**config.mk**
```make
export PLATFORM = sky130hd
export DESIGN_NAME = imm_branch_unit
export DESIGN_NICKNAME = d
export VERILOG_FILES = /design/src/rtl/imm_branch_pkg.sv /design/src/rtl/imm_branch_alu.sv /design/src/rtl/imm_branch_unit.sv
export SDC_FILE = /design/constraint.sdc
export NUM_CORES = 1
export LEC_CHECK = 0
export ABC_AREA = 1
export ABC_CLOCK_PERIOD_IN_PS = 1650
export CORE_ASPECT_RATIO = 0.5
export CORE_MARGIN = 2
export CORE_UTILIZATION = 25
export DETAILED_ROUTE_END_ITERATION = 8
export SYNTH_ARGS = -nofsm -noshare
export SYNTH_HDL_FRONTEND = slang
export SYNTH_SLANG_ARGS = --single-unit
```
**constraint.sdc**
```tcl
create_clock -name clock -period 1.65 [get_ports clock]
set_input_delay 0.165 -clock clock [delete_from_list [all_inputs] [get_ports clock]]
set_output_delay 0.165 -clock clock [all_outputs]
set_load 0.01 [all_outputs]
```
**src/rtl/imm_branch_pkg.sv**
```systemverilog
// Shared opcodes, condition codes and flag layout for the immediate/branch execute unit.
package imm_branch_pkg;

  localparam logic [2:0] OP_LI   = 3'b000;
  localparam logic [2:0] OP_ADDI = 3'b001;
  localparam logic [2:0] OP_SUBI = 3'b010;
  localparam logic [2:0] OP_B    = 3'b100;
  localparam logic [2:0] OP_BCC  = 3'b111;

  localparam logic [2:0] CC_BE  = 3'b000;
  localparam logic [2:0] CC_BLT = 3'b001;
  localparam logic [2:0] CC_BLE = 3'b010;
  localparam logic [2:0] CC_BNE = 3'b011;

  localparam int FLAG_S = 3;
  localparam int FLAG_V = 2;
  localparam int FLAG_Z = 1;
  localparam int FLAG_C = 0;

  typedef struct packed {
    logic s;
    logic v;
    logic z;
    logic c;
  } flags_t;

  function automatic logic cond_met(input logic [2:0] cond, input flags_t f);
    logic w_met;
    case (cond)
      CC_BE:   w_met = f.z;
      CC_BLT:  w_met = f.s ^ f.v;
      CC_BLE:  w_met = f.z | (f.s ^ f.v);
      CC_BNE:  w_met = ~f.z;
      default: w_met = 1'b0;
    endcase
    return w_met;
  endfunction

endpackage

```
**src/rtl/imm_branch_alu.sv**
```systemverilog
// Combinational datapath: immediate arithmetic, flag generation and PC-relative target.
module imm_branch_alu
  import imm_branch_pkg::*;
#(
  parameter int WIDTH  = 16,
  parameter int DISP_W = 8
) (
  input  logic [2:0]        i_op,
  input  logic [WIDTH-1:0]  i_pc,
  input  logic [WIDTH-1:0]  i_rb,
  input  logic [DISP_W-1:0] i_disp,
  output logic [WIDTH-1:0]  o_result,
  output flags_t            o_flags,
  output logic              o_rd_we,
  output logic              o_flags_we,
  output logic              o_is_b,
  output logic              o_is_bcc
);

  logic [WIDTH-1:0] w_d;
  logic [WIDTH:0]   w_sum;
  logic [WIDTH:0]   w_diff;
  logic [WIDTH-1:0] w_target;

  assign w_d      = {{(WIDTH-DISP_W){i_disp[DISP_W-1]}}, i_disp};
  assign w_sum    = {1'b0, i_rb} + {1'b0, w_d};
  // The extra top bit of the subtraction is the unsigned borrow.
  assign w_diff   = {1'b0, i_rb} - {1'b0, w_d};
  assign w_target = i_pc + w_d + {{(WIDTH-1){1'b0}}, 1'b1};

  always_comb begin
    o_result   = '0;
    o_flags    = '0;
    o_rd_we    = 1'b0;
    o_flags_we = 1'b0;
    o_is_b     = 1'b0;
    o_is_bcc   = 1'b0;
    case (i_op)
      OP_LI: begin
        o_result   = w_d;
        o_rd_we    = 1'b1;
        o_flags_we = 1'b1;
      end
      OP_ADDI: begin
        o_result   = w_sum[WIDTH-1:0];
        o_flags.c  = w_sum[WIDTH];
        o_flags.v  = (i_rb[WIDTH-1] == w_d[WIDTH-1]) & (w_sum[WIDTH-1] != i_rb[WIDTH-1]);
        o_rd_we    = 1'b1;
        o_flags_we = 1'b1;
      end
      OP_SUBI: begin
        o_result   = w_diff[WIDTH-1:0];
        o_flags.c  = w_diff[WIDTH];
        o_flags.v  = (i_rb[WIDTH-1] != w_d[WIDTH-1]) & (w_diff[WIDTH-1] != i_rb[WIDTH-1]);
        o_rd_we    = 1'b1;
        o_flags_we = 1'b1;
      end
      OP_B: begin
        o_result = w_target;
        o_is_b   = 1'b1;
      end
      OP_BCC: begin
        o_result = w_target;
        o_is_bcc = 1'b1;
      end
      default: begin
        o_result = '0;
      end
    endcase
    if (o_flags_we) begin
      o_flags.s = o_result[WIDTH-1];
      o_flags.z = (o_result == '0);
    end else begin
      o_flags.s = 1'b0;
      o_flags.z = 1'b0;
    end
  end

endmodule

```
**src/rtl/imm_branch_unit.sv**
```systemverilog
// Registered immediate/branch execute stage with flag register and valid/ready output.
// Define IMM_BRANCH_FLAG_BYPASS_EN to let BCC read stalled, uncommitted flags without interlock.
module imm_branch_unit
  import imm_branch_pkg::*;
#(
  parameter int WIDTH  = 16,
  parameter int DISP_W = 8
) (
  input  logic              clock,
  input  logic              reset,
  input  logic              flush,
  input  logic              in_valid,
  output logic              in_ready,
  input  logic [2:0]        in_op,
  input  logic [2:0]        in_cond,
  input  logic [WIDTH-1:0]  in_pc,
  input  logic [WIDTH-1:0]  in_rb,
  input  logic [DISP_W-1:0] in_disp,
  output logic              out_valid,
  input  logic              out_ready,
  output logic [WIDTH-1:0]  out_result,
  output logic              out_rd_we,
  output logic              out_flags_we,
  output logic [3:0]        out_flags,
  output logic              out_br_taken,
  output logic [3:0]        flags_q
);

  logic [WIDTH-1:0] w_result;
  flags_t           w_flags;
  logic             w_rd_we;
  logic             w_flags_we;
  logic             w_is_b;
  logic             w_is_bcc;
  flags_t           w_src_flags;
  logic             w_taken;
  logic             w_hazard;
  logic             w_in_fire;
  logic             w_out_fire;
  logic             w_commit;

  logic             r_out_valid;
  logic [WIDTH-1:0] r_out_result;
  logic             r_out_rd_we;
  logic             r_out_flags_we;
  flags_t           r_out_flags;
  logic             r_out_br_taken;
  flags_t           r_flags_q;

  imm_branch_alu #(
    .WIDTH  (WIDTH),
    .DISP_W (DISP_W)
  ) u_alu (
    .i_op       (in_op),
    .i_pc       (in_pc),
    .i_rb       (in_rb),
    .i_disp     (in_disp),
    .o_result   (w_result),
    .o_flags    (w_flags),
    .o_rd_we    (w_rd_we),
    .o_flags_we (w_flags_we),
    .o_is_b     (w_is_b),
    .o_is_bcc   (w_is_bcc)
  );

  // Pending entry's flags are the ones that will be committed if it leaves this cycle.
  assign w_src_flags = (r_out_valid & r_out_flags_we) ? r_out_flags : r_flags_q;
  assign w_taken     = w_is_b | (w_is_bcc & cond_met(in_cond, w_src_flags));

`ifdef IMM_BRANCH_FLAG_BYPASS_EN
  assign w_hazard = 1'b0;
`else
  assign w_hazard = (in_op == OP_BCC) & r_out_valid & r_out_flags_we & ~out_ready;
`endif

  assign in_ready   = ~flush & (~r_out_valid | out_ready) & ~w_hazard;
  assign w_in_fire  = in_valid & in_ready;
  assign w_out_fire = r_out_valid & out_ready;
  assign w_commit   = w_out_fire & r_out_flags_we & ~flush;

  always_ff @(posedge clock or posedge reset) begin
    if (reset) begin
      r_out_valid    <= 1'b0;
      r_out_result   <= '0;
      r_out_rd_we    <= 1'b0;
      r_out_flags_we <= 1'b0;
      r_out_flags    <= '0;
      r_out_br_taken <= 1'b0;
    end else if (flush) begin
      r_out_valid <= 1'b0;
    end else if (w_in_fire) begin
      r_out_valid    <= 1'b1;
      r_out_result   <= w_result;
      r_out_rd_we    <= w_rd_we;
      r_out_flags_we <= w_flags_we;
      r_out_flags    <= w_flags;
      r_out_br_taken <= w_taken;
    end else if (w_out_fire) begin
      r_out_valid <= 1'b0;
    end
  end

  always_ff @(posedge clock or posedge reset) begin
    if (reset) begin
      r_flags_q <= '0;
    end else if (w_commit) begin
      r_flags_q <= r_out_flags;
    end
  end

  assign out_valid    = r_out_valid;
  assign out_result   = r_out_result;
  assign out_rd_we    = r_out_rd_we;
  assign out_flags_we = r_out_flags_we;
  assign out_flags    = r_out_flags;
  assign out_br_taken = r_out_br_taken;
  assign flags_q      = r_flags_q;

endmodule

```
Word level (Yosys, flattened, before mapping)
Cells that the tools add are included.
{"block": "totals", "out_inout_bits": 29, "elab_cells": 69, "register_bits": 27}
{"block": "classes", "bitwise": 22, "addsub": 4, "eq_ne": 11, "mux": 13, "n_reduce_logical": 7}
{"op": "16-bit case mux with 4 select lines", "count": 1}
{"op": "16-bit by 16-bit adder with 17-bit output", "count": 1}
{"op": "16-bit by 16-bit subtractor with 17-bit output", "count": 1}
{"op": "16-bit by 1-bit adder with 16-bit output (second input constant)", "count": 1}
{"op": "16-bit adder", "count": 1}
{"op": "16-bit logical NOT", "count": 1}
{"op": "1-bit AND", "count": 13}
{"op": "3-bit by 2-bit == test with 1-bit output (second input constant)", "count": 3}
{"op": "1-bit two-way mux", "count": 8}
{"op": "3-bit by 1-bit == test with 1-bit output (second input constant)", "count": 2}
{"op": "3-bit == test (second input constant)", "count": 2}
{"op": "3-bit logical NOT", "count": 2}
{"op": "1-bit NOT", "count": 5}
{"op": "4-bit two-way mux", "count": 1}
{"op": "1-bit case mux with 2 select lines", "count": 2}
{"op": "1-bit case mux with 4 select lines", "count": 1}
{"op": "1-bit inequality test", "count": 3}
{"op": "1-bit OR", "count": 3}
{"op": "3-bit nonzero test", "count": 1}
{"op": "3-bit OR reduction", "count": 1}
{"op": "2-bit AND reduction", "count": 1}
{"op": "2-bit OR reduction", "count": 1}
{"op": "1-bit == test", "count": 1}
{"op": "1-bit XOR", "count": 1}

Depth between registers and ports, before layout
{"block": "depth", "ltp_word": 9, "mapped_depth": 20, "depth_no_buf": 19}

Modules after synthesis
Synthesis repeated with hierarchy kept, for this count alone.
{"block": "unflattened", "cells_unflattened": 813, "hier_area_um2": 4939.7}
{"module": "imm_branch_alu", "area_per_inst_um2": 3711.1, "seq_area_each_um2": 0.0, "n_inst": 1, "cells_per_inst": 701}
{"module": "imm_branch_unit", "area_per_inst_um2": 1228.7, "seq_area_each_um2": 700.7, "n_inst": 1, "cells_per_inst": 112}

Worst setup path before layout
Ideal clock, no wire load.
{"block": "synth_timing", "path_kind": "in2reg", "from": "input in_pc[0]", "to": "register r_out_flags (netlist bit out_flags[1])", "path_stages": 16, "arrival_time_ns": 1.807, "setup_time_ns": 0.066, "n_path_buf": 0, "setup_slack_ns": -0.223, "path_cell_list": "inv_1 ha_1 inv_1 fa_1 or2_2 nand3_1 nand3_1 nor2_1 nand2_1 nor2_1 nand2_1 nor2_1 nand2_1 nor2_1 nand2_1 nand2_1"}
{"block": "synth_via", "elab_chain_cells": 5}
{"item": "start, declared", "line_no": "imm_branch_unit.sv:16", "text": "input logic [WIDTH-1:0] in_pc,"}
{"item": "16-bit adder", "line_no": "imm_branch_alu.sv:29", "text": "assign w_target = i_pc + w_d + {{(WIDTH-1){1'b0}}, 1'b1};"}
{"item": "16-bit by 1-bit adder with 16-bit output", "line_no": "imm_branch_alu.sv:29"}
{"item": "16-bit case mux with 4 select lines", "line_no": "imm_branch_alu.sv:38", "text": "case (i_op)"}
{"item": "16-bit logical NOT", "line_no": "imm_branch_alu.sv:72", "text": "o_flags.z = (o_result == '0);"}
{"item": "1-bit two-way mux", "line_no": "imm_branch_alu.sv:70", "text": "if (o_flags_we) begin"}
{"item": "end signal, assigned", "line_no": "imm_branch_unit.sv:96", "text": "r_out_flags <= w_flags;"}
{"item": "end, declared", "line_no": "imm_branch_unit.sv:46", "text": "flags_t r_out_flags;"}
No other way between the ends.
A chain may end at the register's enable or synchronous reset.

Worst setup path after layout
{"block": "layout_timing", "from": "input in_pc[13]", "to": "register r_out_result[15] (netlist: out_result[15])"}
{"block": "layout_via", "elab_chain_cells": 3}
{"item": "16-bit adder", "line_no": "imm_branch_alu.sv:29"}
{"item": "16-bit by 1-bit adder with 16-bit output", "line_no": "imm_branch_alu.sv:29"}
{"item": "16-bit case mux with 4 select lines", "line_no": "imm_branch_alu.sv:38"}
{"item": "end signal, assigned", "line_no": "imm_branch_unit.sv:93", "text": "r_out_result <= w_result;"}
{"item": "end, declared", "line_no": "imm_branch_unit.sv:43", "text": "logic [WIDTH-1:0] r_out_result;"}
No other way between the ends.

==> reports/qor.csv <==
metric,value,unit
run status,finished with violations,
failing checks,negative setup slack,
fin crit share,119,%
Yosys reg bits,27,
number of different library cells in the post-synthesis netlist,44,
pin count of the biggest net entering global routing,28,
number of placement rows,35,
family of cells with the greatest summed delay on the critical path,simple AND/OR/NAND/NOR gates,
data arrival time of the critical path,2.15,ns
delay of the slowest cell on the worst path,0.44,ns
slowest stage cell on the critical path,sky130_fd_sc_hd__clkdlybuf4s50_1,
Die Outline Area,19600,um^2
fraction of layout instances using a drive strength above 1,44.9,%
dominant cells by area after synthesis,"sky130_fd_sc_hd__nand2_1 21%, sky130_fd_sc_hd__dfrtp_1 15%, sky130_fd_sc_hd__ha_1 13%",
classification of the worst setup path,primary input to register,
vias in the first global route,5998,
Post-route DRC,0,
endpoints failing setup,16,
top cells by instance count after synthesis,"259 x sky130_fd_sc_hd__nand2_1, 100 x sky130_fd_sc_hd__nand3_1, 92 x sky130_fd_sc_hd__inv_1",
IO buf count,79,
Core ar.,18200,um^2
post-layout instance area,8240,um^2
Ant. Diodes,0,
estimated wirelength of the detail-placed design,14.3,mm
critical-path maximum fanout,4,
Area after DPL,6690,um^2
net count after synthesis,884,
root buffer cell,sky130_fd_sc_hd__clkbuf_16,
post-detailed-routing wire length,18.7,mm
Area Overhead vs Synth,78.8,%
per-instance average area after synthesis,5.89,um^2
number of enable-type register cells in the synthesized netlist,0,
count of pins on the block boundary,80,
primary flip-flop cell chosen by synthesis mapping,sky130_fd_sc_hd__dfrtp_1,
area used by multi-input combinational logic,4460,um^2
effective utilization at floorplan,25.3,%
unrepaired setup endpoints after global routing,true,
Critical Path Start Type,primary input,
final-report max-slew violation count,0,
Crit Reg-Reg Startpoint,out_valid,
Final nets,1129,
global-route wire length before repair,29.7,mm
Async SR Flop Fraction,100,%
most used standard cell by instance count after synthesis,sky130_fd_sc_hd__nand2_1,
total global routing track utilization,18.7,%
clock slew seen by the registers of the worst setup and hold paths,0.07,ns
total clock sinks,27,
worst ir drop on vdd,0.357,mV
per-cell routed wire length,14.7,um
total area of sequential cells,676,um^2
area share of the largest cell type after synthesis,21.1,%
Syn Std Cell Area,4610,um^2
worst path cell trace,"clkdlybuf4s50_1, ha_4, inv_2, nor3_4, and2_1, nand2_1, nand3_1, nand3_2, nand2_2, nor2_4, buf_4, buf_6, o21ai_2",
total number of vias,5996,
final count of hold timing violations,0,
worst clock skew,0.00210,ns
initial antenna violation count,0,
H-tree depth,1,
Critical Path Sink Type,register,
required time reported for the critical path endpoint,1.85,ns
total power,4.41,mW
# fillers,1827,
worst slew margin relative to its limit,76.2,%
share of synthesized area occupied by flip-flops and latches,14.7,%
Overflow after GRT,0,
yosys synthesis warning count,0,
cts bufs inserted,3,
Post-Syn Instances,783,
Worst-Margin Slew,0.357,ns
number of buffers and inverters on the critical path,4,
max-cap violation count,0,
via density per instance,4.73,
path type of the worst min-delay path,primary input to asynchronous set/reset pin,
chip height,100,um
library cell occupying the most area in the post-synthesis netlist,sky130_fd_sc_hd__nand2_1,
Critical path origin,in_pc[13],
final worst path period need,1.96,ns
clk buf depth,2,
final worst setup slack,-0.306,ns
areal power density over the cells,536,nW/um^2
Lkg Pwr,4.02,nW
insertion delay of the later-clocked pin in the worst-skew pair,0.26,ns
detailed-routing iteration count for the pre-antenna-repair pass,5,
fraction of the core area covered by cells at the end of the flow,45.2,%
final antenna-violating net count,0,
die outline width,196,um
TritonCTS clock tree,yes,
final estimated routing congestion in global placement,0.909,
highest attainable clock frequency,0.511,GHz
drt first-iter violations,347,
cell usage in the layout, fill, tap and decap left out, drive strengths merged, types with 4 or more instances in the layout:
| cell | n |
|---|---|
| a21o | 4 |
| a21oi | 32 |
| buf | 186 |
| clkbuf | 5 |
| clkdlybuf4s50 | 41 |
| clkinv | 5 |
| dfrtp | 27 |
| dlygate4sd2 | 24 |
| ha | 47 |
| inv | 110 |
| nand2 | 279 |
| nand3 | 104 |
| nand3b | 4 |
| nand4 | 13 |
| nor2 | 72 |
| nor3 | 10 |
| o21ai | 31 |
| o21bai | 5 |
stage by stage:
step	setup TNS, ns	instances	hold slack, ns	setup WS (ns)
global route	-4.65	1267	0.316	-0.409
finish	-3.09	1267	0.266	-0.306
floorplan	-0.860	783	0.218	-0.198
CTS	-2.25	1255	0.284	-0.244
global placement	-16.45	1225	0.466	-1.15
detailed placement	-16.90	1225	0.472	-1.11
worst paths after layout:
check | endpoint | slack (ns) | depth (start not counted)
setup / recovery | out_result[15] | -0.31 | 13
max in group asynchronous | out_flags[3] | 1.12 | 3
hold reg to reg | out_result[1] | 0.49 | 2
hold / removal | out_result[4] | 0.27 | 3
min in group clock | out_result[0] | 0.38 | 6
setup reg to reg | out_flags[1] | 0 | 13
flip-flops by register name (all words and copies together) (netlist names):
signal,cells
out_flags_we,1
out_br_taken,1
flags_q,4
out_result,16
out_flags,4
out_valid,1
repair_timing:
| item | in CTS | in global routing |
|---|---|---|
| endpoints found under the hold margin | 0 | 0 |
| buffers inserted | 28 | 14 |
| resized for setup | 277 | 73 |
| hold buffers | 0 | 0 |
| cloned | 1 | 0 |
| endpoints found under the setup margin | 21 | 19 |
| pin swaps | 97 | 80 |
logic make-up after synthesis:
family / share of synthesized area, %
flip-flops: 14.7
adder cells (fa/ha/maj): 14.1
AO/OA/AOI/OAI: 9.94
AND/OR/NAND/NOR: 48.2
XOR/XNOR: 0.760
buffers and inverters: 12.4
layer usage:
layer	share of wire [%]	track usage, %	vias up	wire (um)
met3	4.2	0.739	23	783
met5	0	0	-	0
li1	-	-	3002	-
met1	49	26.2	2818	9110
met2	45	32.5	153	8440
met4	1.9	3.79	0	348
worst register-to-register path: cells and delay by family (launching register included):
kind                   cells  cell delay [ns]
AND/OR/NAND/NOR           11             0.98
AO/OA/AOI/OAI              1             0.18
flip-flops                 1             0.38
buffers and inverters      1             0.05
layout make-up:
class | instances | area share [%]
Clock buffer | 3 | 0.911
Sequential cell | 27 | 8.20
Inverter | 116 | 5.51
Clock inverter | 1 | 0.0911
Multi-Input combinational cell | 622 | 54.2
Timing Repair Buffer | 258 | 27.5
Tap cell | 240 | 3.65
report_power, final:
| part | internal [mW] | leakage [nW] | switching (mW) | total, mW |
|---|---|---|---|---|
| registers | 0.768 | 0.354 | 0.0724 | 0.840 |
| logic | 1.46 | 3.63 | 1.55 | 3.00 |
| clock network | 0.330 | 0.0371 | 0.238 | 0.568 |
(Power assumes the default switching activity.)
